`src/rtl/fifo_stream_out.sv`:
```
// fifo_stream_out: read-side bridge from the 8-bit synchronous FIFO to a
// valid/ready byte stream. Reads are issued against a credit check, their
// data is captured RD_LAT cycles later into a small skid buffer, and the
// buffer head is presented to the consumer. An IDLE/RUN/DRAIN machine lets
// the stream be stopped without losing bytes already requested.
// Optional feature macro: STREAM_PARITY_EN adds the m_par output and
// stores a parity bit alongside each buffered byte.
module fifo_stream_out #(
   parameter int RD_LAT    = 2,
   parameter int BUF_DEPTH = 4
) (
   input  logic        clk,
   input  logic        rst,
   input  logic        en,
   input  logic        fifo_empty,
   input  logic [7:0]  fifo_dout,
   output logic        fifo_rd_en,
   output logic        m_valid,
   output logic [7:0]  m_data,
`ifdef STREAM_PARITY_EN
   output logic        m_par,
`endif
   input  logic        m_ready,
   output logic        idle,
   output logic [15:0] byte_cnt
);

   localparam int DATA_W = 8;
   localparam int PTR_W  = (BUF_DEPTH > 1) ? $clog2(BUF_DEPTH) : 1;
   localparam int CNT_W  = PTR_W + 1;
   localparam int SUM_W  = CNT_W + 3;
`ifdef STREAM_PARITY_EN
   localparam int ENT_W  = DATA_W + 1;
`else
   localparam int ENT_W  = DATA_W;
`endif

   typedef enum logic [1:0] {
      ST_IDLE  = 2'd0,
      ST_RUN   = 2'd1,
      ST_DRAIN = 2'd2
   } state_t;

   // Number of reads currently travelling through the FIFO read latency.
   function automatic logic [2:0] popcnt(input logic [RD_LAT-1:0] v);
      logic [2:0] n;
      n = '0;
      for (int i = 0; i < RD_LAT; i++) begin
         n = n + {2'b00, v[i]};
      end
      return n;
   endfunction

`ifdef STREAM_PARITY_EN
   // Even parity: XOR of all data bits.
   function automatic logic even_par(input logic [DATA_W-1:0] d);
      return ^d;
   endfunction
`endif

   state_t                    state_q;
   logic [RD_LAT-1:0]         rd_vld_p1;
   logic [ENT_W-1:0]          buf_mem [BUF_DEPTH];
   logic [PTR_W-1:0]          wptr_q;
   logic [PTR_W-1:0]          rptr_q;
   logic [CNT_W-1:0]          count_q;
   logic [2:0]                inflight;
   logic [SUM_W-1:0]          credit_used;
   logic                      cap;
   logic                      xfer;
   logic [ENT_W-1:0]          cap_ent;
   logic [ENT_W-1:0]          head_ent;

   assign inflight    = popcnt(rd_vld_p1);
   assign credit_used = SUM_W'(count_q) + SUM_W'(inflight);
   assign cap         = rd_vld_p1[RD_LAT-1];
   assign m_valid     = (count_q != '0);
   assign xfer        = m_valid & m_ready;
   assign head_ent    = buf_mem[rptr_q];
   assign m_data      = head_ent[DATA_W-1:0];

`ifdef STREAM_PARITY_EN
   assign cap_ent = {even_par(fifo_dout), fifo_dout};
   assign m_par   = head_ent[DATA_W];
`else
   assign cap_ent = fifo_dout;
`endif

   // Issue a read only while running, data is available and a buffer slot
   // is reserved for every read that has not yet landed.
   assign fifo_rd_en = (state_q == ST_RUN) & ~fifo_empty &
                       (credit_used < SUM_W'(BUF_DEPTH));

   // Enable/drain state machine; idle is registered alongside the state.
   always_ff @(posedge clk or negedge rst) begin
      if (!rst) begin
         state_q <= ST_IDLE;
         idle    <= 1'b1;
      end else begin
         case (state_q)
            ST_IDLE: begin
               if (en) begin
                  state_q <= ST_RUN;
                  idle    <= 1'b0;
               end
            end
            ST_RUN: begin
               if (!en) begin
                  state_q <= ST_DRAIN;
               end
            end
            ST_DRAIN: begin
               if (en) begin
                  state_q <= ST_RUN;
               end else if ((inflight == 3'd0) && (count_q == '0)) begin
                  state_q <= ST_IDLE;
                  idle    <= 1'b1;
               end
            end
            default: begin
               state_q <= ST_IDLE;
               idle    <= 1'b1;
            end
         endcase
      end
   end

   // Stage p1: read-return tracking, one bit per cycle of FIFO read latency.
   always_ff @(posedge clk or negedge rst) begin
      if (!rst) begin
         rd_vld_p1 <= '0;
      end else begin
         rd_vld_p1 <= (rd_vld_p1 << 1) | RD_LAT'(fifo_rd_en);
      end
   end

   // Capture returning FIFO data into the skid buffer at the write pointer.
   always_ff @(posedge clk or negedge rst) begin
      if (!rst) begin
         for (int i = 0; i < BUF_DEPTH; i++) begin
            buf_mem[i] <= '0;
         end
         wptr_q <= '0;
      end else if (cap) begin
         buf_mem[wptr_q] <= cap_ent;
         wptr_q          <= wptr_q + PTR_W'(1);
      end
   end

   // Advance the read pointer on every accepted output byte.
   always_ff @(posedge clk or negedge rst) begin
      if (!rst) begin
         rptr_q <= '0;
      end else if (xfer) begin
         rptr_q <= rptr_q + PTR_W'(1);
      end
   end

   // Occupancy: a simultaneous capture and transfer leaves it unchanged.
   always_ff @(posedge clk or negedge rst) begin
      if (!rst) begin
         count_q <= '0;
      end else begin
         case ({cap, xfer})
            2'b10:   count_q <= count_q + CNT_W'(1);
            2'b01:   count_q <= count_q - CNT_W'(1);
            default: count_q <= count_q;
         endcase
      end
   end

   // Delivered-byte counter, wrapping modulo 2^16.
   always_ff @(posedge clk or negedge rst) begin
      if (!rst) begin
         byte_cnt <= '0;
      end else if (xfer) begin
         byte_cnt <= byte_cnt + 16'd1;
      end
   end

endmodule

```
`config.mk`:
```
export PLATFORM = sky130hd
export DESIGN_NAME = fifo_stream_out
export DESIGN_NICKNAME = d
export VERILOG_FILES = /design/src/rtl/fifo_stream_out.sv
export SDC_FILE = /design/constraint.sdc
export NUM_CORES = 1
export LEC_CHECK = 0
export BUFFER_PORTS_ARGS = -buffer_cell sky130_fd_sc_hd__clkbuf_2
export CORE_ASPECT_RATIO = 1.5
export CORE_MARGIN = 1
export CORE_UTILIZATION = 47
export DETAILED_ROUTE_END_ITERATION = 16
export PLACE_DENSITY = 0.66
export SETUP_SLACK_MARGIN = 0.2
export SLEW_MARGIN = 20
export SYNTH_ARGS = -nofsm -noshare
export SYNTH_HDL_FRONTEND = slang
export SYNTH_SLANG_ARGS = --single-unit
```
`constraint.sdc`:
```
create_clock -name clk -period 1.7 [get_ports clk]
set_input_delay 0.425 -clock clk [delete_from_list [all_inputs] [get_ports clk]]
set_output_delay 0.425 -clock clk [all_outputs]
set_load 0.02 [all_outputs]
```
# After elaboration in Yosys (flattened, before gate mapping)
# Cells that the tools add are included.
# W data, S select, Z words.
# word_totals
register_bits	60
input_bits	13
output_inout_bits	27
elab_cells	64
# op_classes
n_addsub	7
n_lt_le_gt_ge	4
eq_ne	9
muxes	16
bitwise	8
n_reduce_logical	9
# op_table
operator	count
$bwmux W32	1
$mux W8	3
$add A16 B1 Y16 const B	1
$bmux W8 S2	1
$demux W8 S2	1
$mux W2	4
$ne A2 B2 Y1 const B	4
$ge A3 B3 Y1 const B	2
$logic_not A3 Y1	2
$not A2 Y3	2
$pmux W2 S3	1
$pmux W3 S2	1
$add A2 B1 Y2 const B	2
$add A3 B2 Y4	1
$eq A2 B1 Y1 const B	2
$eq A2 B2 Y1 const B	2
$lt A4 B3 Y1 const B	1
$reduce_and A4 Y1	1
$add A3 B1 Y3 const B	1
$and A1 B1 Y1	3
$lt A3 B1 Y1 const B	1
$mux W1	3
$ne A3 B3 Y1 const B	1
$pmux W1 S3	1
other kinds (9)	11

# Depth between registers and ports, before layout
# Gate-level depths: netlist of run 1.
# depth
word_depth	6
ltp_mapped	8
ltp_nobuf	8

# Least setup slack after synthesis of run 1
# Ideal clock, no wire load.
# synth_timing
path_kind	flip-flop to output port
startpoint	reg rd_vld_p1[0]
endpoint	out fifo_rd_en
arrival_ps	1630
required_ps	1275
setup_slack_ps	-355
path_stages_with_launch	5
path_buffers	0
path_cell_list	dfrtp_1 -> ha_1 -> ha_1 -> or4_1 -> a31oi_1
# synth_via
elab_chain_len	4
# synth_lines
element	line	source
from (decl)	62	logic [RD_LAT-1:0] rd_vld_p1;
from (signal assigned)	133	rd_vld_p1 <= (rd_vld_p1 << 1) | RD_LAT'(fifo_rd_en);
$add A1 B1 Y2	49	n = n + {2'b00, v[i]};
$add A3 B2 Y4	75	assign credit_used = SUM_W'(count_q) + SUM_W'(inflight);
$lt A4 B3 Y1	92	(credit_used < SUM_W'(BUF_DEPTH));
$and A1 B1 Y1	91	assign fifo_rd_en = (state_q == ST_RUN) & ~fifo_empty &
to (decl)	17	output logic fifo_rd_en,
# Every way passes these cells.

# Worst setup path in the final report of run 1
# Same ends and word-level chain as after synthesis.

==> results of run 1 <==
## worst paths after layout
kind                                         from                       to  slack [ps]
max                        rd_vld_p1[0]$_DFF_PN0_               fifo_rd_en        -630
min                                           rst  buf_mem[25]$_DFFE_PN0P_          40
max reg2reg                count_q[2]$_DFFE_PN0P_   count_q[2]$_DFFE_PN0P_        -270
min reg2reg                buf_mem[0]$_DFFE_PN0P_   buf_mem[0]$_DFFE_PN0P_         500
max in group asynchronous                     rst         idle$_DFFE_PN1P_        1090
min in group clk                               en   state_q[1]$_DFFE_PN0P_         320
## power by group
group          internal [mW]  switching, mW  leakage (nW)
Combinational           1.70           1.25         0.873
Sequential              2.00          0.407         0.719
Clock                  0.752          0.534         0.102
Total                   4.45           2.19          1.70
## worst max-delay path, stage by stage, from the launching register on
cell	delay, ps
dfrtp_1	390
ha_2	200
ha_4	150
or4_4	490
a31oi_4	200
buf_8	140
## repair_timing
item	4_1_cts	5_1_grt
cloned	0	0
gates resized for setup	19	45
pin swaps	4	11
setup endpoints to repair	25	22
buffers inserted	3	8
## area by class of cell
| cell class | instances | area (um^2) | share of cell area, % |
|---|---|---|---|
| clock inverters | 4 | 47.5 | 1.28 |
| flip-flops and latches | 60 | 1510 | 40.6 |
| well taps | 70 | 87.6 | 2.36 |
| multi-input cells | 121 | 1310 | 35.4 |
| inverters | 13 | 51.3 | 1.38 |
| repair buffers | 68 | 547 | 14.7 |
| clock buffers | 12 | 155 | 4.18 |
## cell usage after synthesis (all sizes together)
cell type	instances	share of area, %
dfrtp	59	54
nor3	6	1.5
nand4	2	0.46
clkbuf	1	0.14
buf	3	0.74
mux2	32	13
and3	1	0.23
nor2	5	0.69
or3	1	0.23
ha	9	4.2
o21ai	2	0.37
nand2	17	2.4
nand2b	1	0.23
a21boi	2	0.55
nor2b	1	0.23
dfstp	1	0.97
o32a	1	0.37
or4	1	0.28
o31ai	1	0.78
xnor2	10	3.2
a21oi	1	0.18
nor4	1	0.23
fa	1	0.74
nand3	5	1.1
and4	1	0.32
xor2	11	3.6
a31oi	1	0.23
mux4	8	6.6
inv	13	1.8
## routing by layer
layer / wire (um) / share of wire [%] / track usage (%)
met4: 97 / 1.8 / 10.2
met2: 2760 / 52 / 33.4
met5: 0 / 0 / 0
met3: 143 / 2.7 / 3.59
met1: 2270 / 43 / 21.6
## cell families (layout without fill, tap and decap cells)
logic type	Yosys count	in the layout	synth area share, %
AOI/OAI and AO/OA	8	8	2.49
adders and majority gates	10	10	4.89
DFF	60	60	55.4
muxes	40	40	19.9
buffers and inverters	17	97	2.67
and+or+nand+nor	42	42	7.84
xor gates and xnor gates	21	21	6.78
## flip-flops by register name, indices dropped and copies added (netlist names)
register   cells
rd_vld_p1      2
idle           1
state_q        2
byte_cnt      16
buf_mem       32
count_q        3
rptr_q         2
wptr_q         2
==> impl_metrics.yaml, run 1 <==
status:
  status: "finished, violations left"
  violations: "setup timing"
global_routing:
  grt_pass1_wl_um: 8400
  grt_pass1_vias: 1850
  grt_max_degree: 22
  grtUsageTotal_pct: 19.0
  antenna_found_initial: 0
  overflow: 0
detailed_routing:
  vias: 1768
  postRouteAntennaNets: 0
  wl_um: 5270
  vias_per_cell: 5.08
  wl_per_cell_um: 15.1
  drt-initial-drc-count: 68
  post-route-drc-count: 0
  drt_pass1_iterations: 4
floorplanning:
  placement_rows: 33
  die_w_um: 64.0
  io_pins: 40
  die_height_um: 95.0
  coreArea_um2: 5530
  initial_core_util_pct: 49.0
  die-area_um2: 6090
timing:
  finalSetupViolCount: 17
  fin_ws_ps: -627
  report.final.slew_viol_count: 0
  finalCriticalPeriod_ps: 2330
  period_share_pct: 137
  skew_ps: 5.68
  hold_ws_ps: 36.3
  tns_ps: -3710
  hold_violations: 0
  max_freq_mhz: 430
  rsz0062_at_grt: "yes"
  slew_headroom_pct: 68.9
  worstMarginPinSlew_ps: 466
placed_design:
  placedInstanceArea_um2: 3190
  place_congestion: 0.705
  dp_cells: 321
  io_buffers: 39
  dp_hpwl_um: 3580
  dp_slack_ps: -265
clocking:
  tritoncts: "built"
  htree_levels: 3
  clk_latency_ps: 330
  cts.sinks: 60
  clk_pin_slew_ps: 70
  cts_buffer_depth: 2
  cts_buffers: 9
  cts_hold_buf: 0
  cts.root.buffer_cell: "clkbuf_8"
synthesis:
  synth_seq_cells: 60
  avgSynthCellArea_um2: 13.7
  ys_warn_count: 0
  syn_nets: 221
  netlist_instances: 198
  ys_seq_area_share_pct: 55.4
  netlist_area_um2: 2710
  ys_types: 33
critical_path:
  required_ps: 1270
  worst-path-max-fanout: 2
  arrival_ps: 1900
  r2r_cells: 11
  cp-end-kind: "output pin"
  crit_type: "flip-flop to output pin"
  cp-start-kind: "flip-flop"
layout:
  n_antenna_cell: 0
  fin_cells: 348
  syn_to_final_growth_pct: 36.7
  n_fill_cell: 423
  final_cell_mix: "57 x dfrtp_1, 32 x mux2_2, 29 x clkbuf_2"
  final_core_util_pct: 67.0
  final_nets: 296
  final_common_cell: "dfrtp_1"
  fin_area_um2: 3710
  drive_gt1_share_pct: 55.8
power:
  p_per_area_nw_per_um2: 1790
  report.power.total_mw: 6.64
  cellLeakagePower_nw: 1.70
  ir_drop_mv: 1.11
job:
  max_cap_viol_count: 0
worst_hold_path:
  worstHoldPathType: "input port to asynchronous set/reset pin"
No activity file was read; power rests on OpenSTA's default activity.
==> run 2: changes to the inputs <==
--- a/config.mk
+++ b/config.mk
@@ -5,7 +5,7 @@
 export SDC_FILE = /design/constraint.sdc
 export NUM_CORES = 1
 export LEC_CHECK = 0
-export BUFFER_PORTS_ARGS = -buffer_cell sky130_fd_sc_hd__clkbuf_2
+export BUFFER_PORTS_ARGS = -buffer_cell sky130_fd_sc_hd__buf_4
 export CORE_ASPECT_RATIO = 1.5
 export CORE_MARGIN = 1
 export CORE_UTILIZATION = 47
==> run 2 against run 1 <==
Compared with the run above:
- the flow still finishes with violations (setup timing)
- maximum frequency increased by 1.7%
- total power about the same
- combinational power about the same
- critical path type unchanged
- largest cell class unchanged
==> impl_metrics.yaml, run 2 (same netlist as run 1, synthesis figures left out) <==
status:
  status: "finished, violations left"
  violations: "setup timing"
power:
  report.power.total_mw: 6.65
  p_per_area_nw_per_um2: 1750
  ir_drop_mv: 1.03
  cellLeakagePower_nw: 1.76
detailed_routing:
  dr.max_layer_used: "met4"
  wl_met3_um: 175
  drt-met1-wl_um: 2230
  vias: 1794
  post-route-drc-count: 0
  vias_per_cell: 5.13
  drt_pass1_iterations: 4
  wl_um: 5280
  route.met2.wl_um: 2770
  wl_per_cell_um: 15.1
  postRouteAntennaNets: 0
  drt-initial-drc-count: 79
floorplanning:
  die_height_um: 95.0
  coreArea_um2: 5530
  initial_core_util_pct: 49.0
  die_w_um: 64.0
  placement_rows: 33
  io_pins: 40
  die-area_um2: 6090
global_routing:
  grt_pass1_vias: 1892
  antenna_found_initial: 0
  grt_max_degree: 30
  overflow: 0
  grtUsageTotal_pct: 20.1
  grt_pass1_wl_um: 8920
timing:
  fin_ws_ps: -589
  slew_headroom_pct: 71.1
  worstMarginPinSlew_ps: 433
  max_freq_mhz: 437
  finalCriticalPeriod_ps: 2290
  report.final.slew_viol_count: 0
  tns_ps: -2800
  rsz0062_at_grt: "yes"
  skew_ps: 7.66
  finalSetupViolCount: 12
  period_share_pct: 135
  hold_violations: 0
critical_path:
  cp-end-kind: "output pin"
  arrival_ps: 1860
  required_ps: 1270
  crit_type: "flip-flop to output pin"
  cp-start-kind: "flip-flop"
  worst-path-max-fanout: 2
layout:
  final_common_cell: "dfrtp_1"
  largest_register: "buf_mem"
  largest_reg_flops: 32
  fin_cells: 350
  final_nets: 298
  syn_to_final_growth_pct: 40.0
  top_regs: "buf_mem: 32 flops, byte_cnt: 16 flops, count_q: 3 flops"
  n_fill_cell: 421
  drive_gt1_share_pct: 56.8
  n_antenna_cell: 0
  fin_area_um2: 3800
  final_cell_mix: "56 x dfrtp_1, 49 x buf_4, 32 x mux2_2"
placed_design:
  dp_cells: 318
  dp_slack_ps: -253
  dp_hpwl_um: 3500
  io_buffers: 39
  placedInstanceArea_um2: 3260
  place_congestion: 0.762
clocking:
  tritoncts: "built"
  htree_levels: 3
  clk_latency_ps: 330
  cts.sinks: 60
  cts.root.buffer_cell: "clkbuf_8"
  cts_buffers: 9
  cts_buffer_depth: 2
  clk_pin_slew_ps: 60
job:
  max_cap_viol_count: 0
worst_hold_path:
  worstHoldPathType: "input port to flip-flop"
run 2: cell types whose count changed in the layout (fill, tap and decap cells not counted), sizes merged:
| cell | previous run | this run |
|---|---|---|
| clkbuf | 41 | 12 |
| dlygate4sd3 | 0 | 1 |
| buf | 39 | 69 |
run 2: critical path, stage by stage, from the launching register on:
cell	delay, ps
dfrtp_1	390
ha_2	190
ha_2	160
or4_4	490
a31oi_4	180
buf_6	140
run 2: what timing repair did:
| item | 4_1_cts | 5_1_grt |
|---|---|---|
| pin swaps | 7 | 5 |
| hold buffers | 1 | 0 |
| setup endpoints to repair | 29 | 36 |
| buffers inserted | 9 | 6 |
| hold endpoints to repair | 11 | 0 |
| gates resized for setup | 36 | 14 |
run 2: final timing paths:
path                                               start                  endpoint  slack, ps  cells past startpoint
worst max-delay path              rd_vld_p1[0]$_DFF_PN0_                fifo_rd_en       -590                      5
worst min-delay path                                  en    state_q[1]$_DFFE_PN0P_        260                      2
worst min register to register  byte_cnt[15]$_DFFE_PN0P_  byte_cnt[15]$_DFFE_PN0P_        480                      1
min in group asynchronous                            rst   buf_mem[30]$_DFFE_PN0P_        490                      2
worst max register to register    count_q[2]$_DFFE_PN0P_    count_q[2]$_DFFE_PN0P_       -110                     10
max in group asynchronous                            rst  byte_cnt[13]$_DFFE_PN0P_        710                      3
run 2: cell type report:
type	instances	area (um^2)	share of cell area [%]
Sequential cell	60	1510	39.7
Multi-Input combinational cell	121	1320	34.8
Timing Repair Buffer	70	624	16.4
Clock buffer	12	155	4.08
Tap cell	70	87.6	2.31
Inverter	13	53.8	1.42
Clock inverter	4	47.5	1.25
run 2: metal layers:
metal | vias to the layer above | global-route usage [%]
met5 | - | 0
met4 | 0 | 10.8
met3 | 10 | 3.71
met2 | 37 | 33.5
li1 | 840 | -
met1 | 907 | 24.7
run 2: power breakdown:
| group | leakage [nW] | internal (mW) | total (mW) | switching (mW) |
|---|---|---|---|---|
| combinational | 0.935 | 1.71 | 2.95 | 1.25 |
| clock | 0.102 | 0.752 | 1.30 | 0.543 |
| sequential | 0.719 | 2.00 | 2.40 | 0.393 |
run 2: metrics by stage:
step	hold WS, ps	util, %
2_1_floorplan	129	-
3_3_place_gp	290	59.0
3_5_place_dp	295	59.0
4_1_cts	254	66.7
5_1_grt	269	68.7
6_report	263	68.7
==> run 3: changes to the inputs <==
--- a/config.mk
+++ b/config.mk
@@ -7,11 +7,12 @@
 export LEC_CHECK = 0
 export BUFFER_PORTS_ARGS = -buffer_cell sky130_fd_sc_hd__buf_4
 export CORE_ASPECT_RATIO = 1.5
-export CORE_MARGIN = 1
+export CORE_MARGIN = 4
 export CORE_UTILIZATION = 47
 export DETAILED_ROUTE_END_ITERATION = 16
 export PLACE_DENSITY = 0.66
 export SETUP_SLACK_MARGIN = 0.2
+export SKIP_LAST_GASP = 1
 export SLEW_MARGIN = 20
 export SYNTH_ARGS = -nofsm -noshare
 export SYNTH_HDL_FRONTEND = slang
==> run 3 against run 2 <==
Compared with the run above:
- the run still ends with setup timing left
- first-iteration DRC count down 28%
- final area down 2.7%
- clock skew about the same
- non-clock buffer count down 4
- combinational power down 2%
- clock-buffer cell count down 1
- worst setup slack better by 12 ps
- flip-flop and latch count unchanged
- cell count down 1.1%
==> impl_metrics.yaml, run 3 (same netlist as run 1, synthesis figures left out) <==
detailed_routing:
  vias_per_cell: 5.22
  wl_um: 5400
  wl_per_cell_um: 15.6
  drt-initial-drc-count: 57
  post-route-drc-count: 0
  drt_pass1_iterations: 4
  vias: 1807
  postRouteAntennaNets: 0
critical_path:
  worstSetupStartpoint: "rd_vld_p1[1]$_DFF_PN0_"
  worst-path-max-fanout: 2
  path_cells: "ha_2 > ha_2 > or4_4 > a31oi_4 > buf_6"
  crit_path_max_incr_delay_ps: 480
  cp_slowest_cell: "or4_4"
  crit_type: "flip-flop to output pin"
  required_ps: 1270
  regToRegSetupSlack_ps: -110
  cp_common_cell: "ha_2"
  arrival_ps: 1850
  cp-end-kind: "output pin"
  cp-start-kind: "flip-flop"
  timing.rr.end: "count_q[2]$_DFFE_PN0P_"
  crit_end: "fifo_rd_en"
  r2r_cells: 10
  r2r-start: "count_q[1]$_DFFE_PN0P_"
floorplanning:
  die_w_um: 70.0
  io_pins: 40
  die-area_um2: 7080
  initial_core_util_pct: 49.0
  die_height_um: 101
  coreArea_um2: 5530
  placement_rows: 33
power:
  cellLeakagePower_nw: 1.69
  ir_drop_mv: 1.03
  p_per_area_nw_per_um2: 1850
layout:
  final_common_cell: "dfrtp_1"
  syn_to_final_growth_pct: 36.3
  seqCellArea_um2: 1510
  largest_reg_flops: 32
  final_nets: 294
  multi_input_area_um2: 1230
  final_cell_mix: "55 x dfrtp_1, 50 x buf_4, 32 x mux2_2"
  top_regs: "buf_mem: 32 flops, byte_cnt: 16 flops, count_q: 3 flops"
  largest_register: "buf_mem"
  n_fill_cell: 412
  drive_gt1_share_pct: 52.9
  fin_cells: 346
  n_antenna_cell: 0
timing:
  skew_ps: 7.51
  finalCriticalPeriod_ps: 2280
  report.final.slew_viol_count: 0
  max_freq_mhz: 439
  slew_headroom_pct: 74.8
  tns_ps: -3060
  period_share_pct: 134
  rsz0062_at_grt: "yes"
  finalSetupViolCount: 17
  hold_violations: 0
  hold_ws_ps: 262
  worstMarginPinSlew_ps: 378
  fin_ws_ps: -577
global_routing:
  antenna_found_initial: 0
  grt_pass1_wl_um: 9260
  grt_pass1_vias: 1932
  overflow: 0
  grt_max_degree: 26
  grtUsageTotal_pct: 16.7
placed_design:
  dp_cells: 316
  io_buffers: 39
  dp_hpwl_um: 3550
  place_congestion: 0.695
clocking:
  cts_buffers: 9
  cts_buffer_depth: 2
  htree_levels: 3
  cts.sinks: 60
  clk_latency_ps: 330
  tritoncts: "built"
  clk_pin_slew_ps: 70
  cts.root.buffer_cell: "clkbuf_8"
worst_hold_path:
  worstHoldPathType: "input port to flip-flop"
  min_from: "en"
status:
  violations: "setup timing"
  status: "finished, violations left"
job:
  max_cap_viol_count: 0
## run 3: changes by cell type in the layout (fill, tap and decap cells not counted), moves of 2 or more
cell       before  now
nor2_4          3    0
buf_6          17   12
nor2_1          2    4
bufinv_16       1    3
nor3_4          5    1
clkbuf_8       11    9
nor3_1          0    3
## run 3: power by group
group | internal [mW] | switching [mW] | total (mW)
combinational | 1.69 | 1.20 | 2.89
sequential | 2.01 | 0.434 | 2.44
clock | 0.970 | 0.549 | 1.52
total | 4.67 | 2.19 | 6.85
## run 3: critical path: cells and delay by family (launching register included)
family	cells	cell delay, ps
fa+ha+maj	2	340
buf+inv	1	140
simple gates	1	480
flops	1	390
compound gates	1	180
## run 3: metal layers
layer / track usage [%] / up-vias / wire length (um)
li1: - / 832 / -
met1: 20.4 / 922 / 2250
met2: 28.5 / 41 / 2860
met3: 4.19 / 12 / 203
met4: 6.64 / 0 / 96
met5: 0 / - / 0
## run 3: cell type report
| class | count | share of cell area [%] |
|---|---|---|
| clock buffer | 11 | 3.55 |
| clock inverter | 5 | 2.71 |
| timing repair buffer | 66 | 15.8 |
| tap | 70 | 2.37 |
| multi-input combinational | 121 | 33.4 |
| inverter | 13 | 1.39 |
| sequential | 60 | 40.8 |
## run 3: through the flow
stage                     utilization, %  power [mW]  cell area [um^2]  setup slack (ps)
after floorplan                        -        4.01              2780              -127
after global placement              58.7        4.84              3250              -224
after detailed placement            58.7        4.91              3250              -252
after CTS                           65.0        6.62              3600              -598
after global routing                66.8        7.27              3700              -629
final                               66.8        6.85              3700              -577
## run 3: timing repair
item	CTS	global route
pin swaps	5	5
cloned	0	1
endpoints found under the hold margin	15	0
gates resized for setup	12	14
setup endpoints to repair	29	39
hold buffers	1	0
buffers inserted	8	4
## run 3: worst min-delay path by stage
| stage | endpoint | slack [ps] | depth (start not counted) |
|---|---|---|---|
| 6_report | state_q[1]$_DFFE_PN0P_ | 260 | 2 |
| 2_1_floorplan | buf_mem[0]$_DFFE_PN0P_ | 130 | 0 |
| 5_1_grt | state_q[1]$_DFFE_PN0P_ | 260 | 2 |
| 3_3_place_gp | buf_mem[9]$_DFFE_PN0P_ | 360 | 1 |
| 3_5_place_dp | buf_mem[25]$_DFFE_PN0P_ | 360 | 1 |
| 4_1_cts | state_q[1]$_DFFE_PN0P_ | 250 | 2 |
